[config.mk]
export PLATFORM = sky130hd
export DESIGN_NAME = crc_16_tx_framer
export DESIGN_NICKNAME = d
export VERILOG_FILES = /design/src/rtl/crc_16_tx_framer.sv
export SDC_FILE = /design/constraint.sdc
export NUM_CORES = 1
export LEC_CHECK = 0
export ABC_CLOCK_PERIOD_IN_PS = 4300
export CAP_MARGIN = 20
export CORE_ASPECT_RATIO = 1.25
export CORE_MARGIN = 4
export CORE_UTILIZATION = 28
export CTS_CLUSTER_SIZE = 10
export DETAILED_ROUTE_END_ITERATION = 10
export DONT_BUFFER_PORTS = 1
export REMOVE_ABC_BUFFERS = 1
export SYNTH_ARGS = -nofsm -noshare
export SYNTH_HDL_FRONTEND = slang
export SYNTH_SLANG_ARGS = --single-unit
[constraint.sdc]
create_clock -name clk_i -period 4.3 [get_ports clk_i]
set_input_delay 0.645 -clock clk_i [delete_from_list [all_inputs] [get_ports clk_i]]
set_output_delay 0.645 -clock clk_i [all_outputs]
set_load 0.01 [all_outputs]
[src/rtl/crc_16_tx_framer.sv]
// Serial frame transmitter: takes one DATA_W-bit word, shifts it out MSB-first,
// then appends its 16-bit CRC (non-reflected, no output XOR) MSB-first.
module crc_16_tx_framer #(
  parameter int          DATA_W   = 32,
  parameter logic [15:0] CRC_POLY = 16'h8005,
  parameter logic [15:0] CRC_INIT = 16'h0000
) (
  input  logic              clk_i,
  input  logic              rst_i,
  input  logic [DATA_W-1:0] data_i,
  input  logic              valid_i,
  output logic              ready_o,
  output logic              ser_o,
  output logic              ser_valid_o,
  output logic              sof_o,
  output logic              eof_o,
  output logic [15:0]       crc_o,
  output logic [1:0]        dbg_state_o
);

  localparam int CNT_MAX = (DATA_W > 16) ? DATA_W : 16;
  localparam int CNT_W   = $clog2(CNT_MAX);
  localparam logic [CNT_W-1:0] LAST_DATA   = CNT_W'(DATA_W - 1);
  localparam logic [CNT_W-1:0] LAST_CRC    = CNT_W'(15);
  localparam logic [CNT_W-1:0] LAST_CRC_M1 = CNT_W'(14);

  typedef enum logic [1:0] {
    S_IDLE = 2'd0,
    S_DATA = 2'd1,
    S_CRC  = 2'd2
  } state_t;

  state_t             r_state;
  logic [DATA_W-1:0]  r_shift;
  logic [15:0]        r_crc;
  logic [15:0]        r_crc_sh;
  logic [CNT_W-1:0]   r_cnt;
  logic               r_ser;
  logic               r_ser_valid;
  logic               r_sof;
  logic               r_eof;
  logic [15:0]        r_crc_out;

  state_t             w_state;
  logic [DATA_W-1:0]  w_shift;
  logic [15:0]        w_crc;
  logic [15:0]        w_crc_sh;
  logic [CNT_W-1:0]   w_cnt;
  logic               w_ser;
  logic               w_ser_valid;
  logic               w_sof;
  logic               w_eof;
  logic [15:0]        w_crc_out;

  logic               w_fb;
  logic [15:0]        w_crc_step;
  logic [DATA_W-1:0]  w_shift_nx;

  // Handshake: a word is taken on a rising edge where valid_i and ready_o are both
  // high; ready_o is a pure decode of the state register, so it never depends on valid_i.
  assign ready_o     = (r_state == S_IDLE);
  assign ser_o       = r_ser;
  assign ser_valid_o = r_ser_valid;
  assign sof_o       = r_sof;
  assign eof_o       = r_eof;
  assign crc_o       = r_crc_out;
  assign dbg_state_o = r_state;

  // The bit on the wire this cycle is r_shift's MSB; fold it in as it leaves.
  assign w_fb       = r_shift[DATA_W-1] ^ r_crc[15];
  assign w_crc_step = {r_crc[14:0], 1'b0} ^ (w_fb ? CRC_POLY : 16'h0000);
  assign w_shift_nx = r_shift << 1;

  always_comb begin
    w_state     = r_state;
    w_shift     = r_shift;
    w_crc       = r_crc;
    w_crc_sh    = r_crc_sh;
    w_cnt       = r_cnt;
    w_ser       = r_ser;
    w_ser_valid = r_ser_valid;
    w_sof       = 1'b0;
    w_eof       = 1'b0;
    w_crc_out   = r_crc_out;
    case (r_state)
      S_IDLE: begin
        if (valid_i) begin
          w_state     = S_DATA;
          w_shift     = data_i;
          w_crc       = CRC_INIT;
          w_cnt       = '0;
          w_ser       = data_i[DATA_W-1];
          w_ser_valid = 1'b1;
          w_sof       = 1'b1;
        end
      end
      S_DATA: begin
        w_crc   = w_crc_step;
        w_shift = w_shift_nx;
        if (r_cnt == LAST_DATA) begin
          w_state   = S_CRC;
          w_cnt     = '0;
          w_crc_out = w_crc_step;
          w_crc_sh  = w_crc_step;
          w_ser     = w_crc_step[15];
        end else begin
          w_cnt = r_cnt + CNT_W'(1);
          w_ser = w_shift_nx[DATA_W-1];
        end
      end
      S_CRC: begin
        w_crc_sh = {r_crc_sh[14:0], 1'b0};
        if (r_cnt == LAST_CRC) begin
          w_state     = S_IDLE;
          w_cnt       = '0;
          w_ser       = 1'b0;
          w_ser_valid = 1'b0;
        end else begin
          w_cnt = r_cnt + CNT_W'(1);
          w_ser = r_crc_sh[14];
          w_eof = (r_cnt == LAST_CRC_M1);
        end
      end
      default: w_state = S_IDLE;
    endcase
  end

  always_ff @(posedge clk_i or negedge rst_i) begin
    if (!rst_i) begin
      r_state     <= S_IDLE;
      r_shift     <= '0;
      r_crc       <= '0;
      r_crc_sh    <= '0;
      r_cnt       <= '0;
      r_ser       <= 1'b0;
      r_ser_valid <= 1'b0;
      r_sof       <= 1'b0;
      r_eof       <= 1'b0;
      r_crc_out   <= '0;
    end else begin
      r_state     <= w_state;
      r_shift     <= w_shift;
      r_crc       <= w_crc;
      r_crc_sh    <= w_crc_sh;
      r_cnt       <= w_cnt;
      r_ser       <= w_ser;
      r_ser_valid <= w_ser_valid;
      r_sof       <= w_sof;
      r_eof       <= w_eof;
      r_crc_out   <= w_crc_out;
    end
  end

endmodule

==> flow_metrics.tcl <==
set metrics [dict create \
    status "finished, final reports clean" \
    critPathTopFamily "buffers and inverters" \
    max_freq_ghz 0.392 \
    cp.depth 6 \
    die_y_um 144 \
    synthesis.area_sq_mm 0.00414 \
    crit_path_frequent_cell "buf_4" \
    maxCapViolCount 0 \
    globalRouteTotalUtil_pct 10.5 \
    timing.setup.tns_ns 0 \
    drt_iter0_drc 120 \
    leakagePower_nw 2.08 \
    post-route-util_pct 31.8 \
    ys_types 39 \
    ff2ff_path_depth 6 \
    routabilityCongestion 0.704 \
    crit_arrival_ns 2.75 \
    numClockSinks 90 \
    finalHoldViolCount 0 \
    ctsLongestPathBuffers 2 \
    tritoncts "yes" \
    cts_buffers 9 \
    dpl-instance-area_sq_mm 0.00425 \
    crit_type "register to register" \
    yosysWarnings 0 \
    synth-async-reset-ratio_pct 100 \
    syn_inst 364 \
    worstHoldPathType "input port to async pin" \
    final_nets 405 \
    ys.flop_type "dfrtp_1" \
    grt_pass1_wl_um 13900 \
    final_max_slew_viol_count 0 \
    cp-start-kind "register" \
    insertion_delay_ns 0.34 \
    worstPathRequired_ns 4.50 \
    wire_per_inst_um 15.0 \
    first_global_vias 2603 \
    port_buffers 0 \
    whs_ns 0.210 \
    max_stage_delay_ns 0.52 \
    drive_gt1_share_pct 11.8 \
    synth_edf_count 0 \
    route.detailed.drc 0 \
    min_period_over_period_pct 59.4 \
    powerDensity_mw_per_mm2 690 \
    cts_root_buf "clkbuf_16" \
    antenna_found_initial 0 \
    avgSynthCellArea_sq_um 11.4 \
    h-tree-depth 3 \
    postLayoutCellArea_sq_mm 0.00460 \
    grt_max_degree 91 \
    ios 58 \
    peakVddDrop_mv 0.223 \
    ys_ff_latch 90 \
    die_area_sq_mm 0.0168 \
    wl_um 8140 \
    antennaDiodeCount 0 \
    via_per_inst 4.70 \
    firstDrtPassIters 4 \
    rsz0062_at_grt "false" \
    rr_startpoint "dbg_state_o[1]$_DFFE_PN0P_" \
    start_util_pct 28.6 \
    core-area_sq_mm 0.0145 \
    crit_start "dbg_state_o[1]$_DFFE_PN0P_" \
    critPathCaptureType "register" \
    vias 2543 \
    power_mw 3.18 \
    die_w_um 117 \
    setup_violations 0 \
    grt_overflow 0 \
    min_period_ns 2.55 \
    relSlewSlack_pct 48.6 \
    skew_ns 0.00821 \
    cp.buffers_inverters 3 \
    row_count 49 \
    crit_path_max_fanout 56 \
    cp_slowest_cell "buf_4" \
    detailedPlacementHpwl_um 5600 \
    ys_seq_area_share_pct 54.4 \
    post_cts.repair.setup_buffers 0 \
    crit_path_cell_trace "inv_1, ha_2, buf_4, a21oi_4, buf_4, o21ai_0" \
    area_delta_synth_final_pct 11.2 \
    clk_pin_slew_ns 0.06 \
    postRouteAntennaNets 0 \
    tightest_slew_ns 0.771 \
]
## cells in the final DEF (no fill, tap or decap), drive strengths merged, types with 2 or more instances in the layout
cell | Yosys | final
dfrtp | 90 | 90
nand2 | 61 | 61
o21ai | 52 | 52
mux2i | 45 | 45
mux2 | 17 | 17
a22o | 15 | 15
ha | 12 | 12
inv | 10 | 10
clkbuf | 2 | 10
nand2b | 6 | 6
nor2 | 5 | 5
buf | 20 | 5
a21o | 3 | 3
clkinvlp | 0 | 3
o31ai | 3 | 3
xor2 | 2 | 2
nand3 | 2 | 2
nand3b | 2 | 2
bufinv | 0 | 2
and2 | 2 | 2
xnor2 | 2 | 2
## state kept, by name (all words and copies together) (netlist names)
| register | count |
|---|---|
| r_shift | 32 |
| crc_o | 16 |
| r_crc | 16 |
| r_crc_sh | 15 |
| r_cnt | 5 |
| dbg_state_o | 2 |
| eof_o | 1 |
| ser_o | 1 |
| ser_valid_o | 1 |
| sof_o | 1 |
## repair_timing
item	4_1_cts	5_1_grt
endpoints found under the hold margin	90	0
hold buffers	1	0
gates resized for setup	0	0
## layout make-up
cell class,instances,area (sq um)
clock buffer,10,229
clock inverter,6,91.3
fill,1469,9870
inverter,10,37.5
multi-input combinational,242,1710
sequential,90,2250
tap,178,223
timing repair buffer,5,57.6
## layer usage
| layer | GRT usage, % | vias to the layer above | wire length (um) |
|---|---|---|---|
| met5 | 0 | - | 0 |
| met4 | 4.35 | 0 | 120 |
| met3 | 4.00 | 9 | 639 |
| met2 | 15.7 | 50 | 3900 |
| met1 | 13.7 | 1239 | 3480 |
| li1 | - | 1245 | - |
## metrics by stage
| step | setup slack (ns) | instances |
|---|---|---|
| 2_1_floorplan | 0.623 | 342 |
| 3_3_place_gp | 1.81 | 524 |
| 3_5_place_dp | 1.71 | 524 |
| 4_1_cts | 1.71 | 541 |
| 5_1_grt | 1.47 | 541 |
| 6_report | 1.75 | 541 |
## cells by family after synthesis
family | after synthesis | synth area share (%)
flops | 90 | 54.4
compound gates | 82 | 12.4
simple gates | 82 | 8.50
mux | 62 | 15.5
buf+inv | 32 | 4.45
fa+ha+maj | 12 | 3.63
xor+xnor | 4 | 1.03
## report_power, final
group / internal (mW) / switching [mW] / total, mW
logic: 0.421 / 0.621 / 1.04
registers: 1.11 / 0.193 / 1.30
clock network: 0.510 / 0.324 / 0.834
## synthesized netlist by cell type, types with 2 or more instances
cell type	count	share of area (%)
nand3_1	2	0.24
nand2b_1	5	0.76
buf_6	5	1.4
mux2_2	17	4.6
nor2_1	5	0.45
a21o_1	3	0.54
nand2_1	61	5.5
nand3b_1	2	0.36
mux2i_1	45	11
dfrtp_1	90	54
o21ai_0	40	4.8
clkbuf_1	2	0.18
inv_1	10	0.91
buf_4	3	0.54
o21ai_1	12	1.5
xor2_1	2	0.42
o31ai_1	2	0.36
ha_1	12	3.6
a22o_1	15	3.2
buf_2	12	1.5
## path summary, 6_finish.rpt
check / end / slack [ns]
worst max-delay path: r_shift[20]$_DFFE_PN0P_ / 1.75
worst min-delay path: eof_o$_DFF_PN0_ / 0.21
worst max register to register: r_shift[20]$_DFFE_PN0P_ / 1.75
worst min register to register: r_crc_sh[13]$_DFFE_PN0P_ / 0.48
max in group asynchronous: r_shift[0]$_DFFE_PN0P_ / 3.73
min in group clk_i: r_crc_sh[13]$_DFFE_PN0P_ / 0.48
Power figures use the tool's default switching activity.
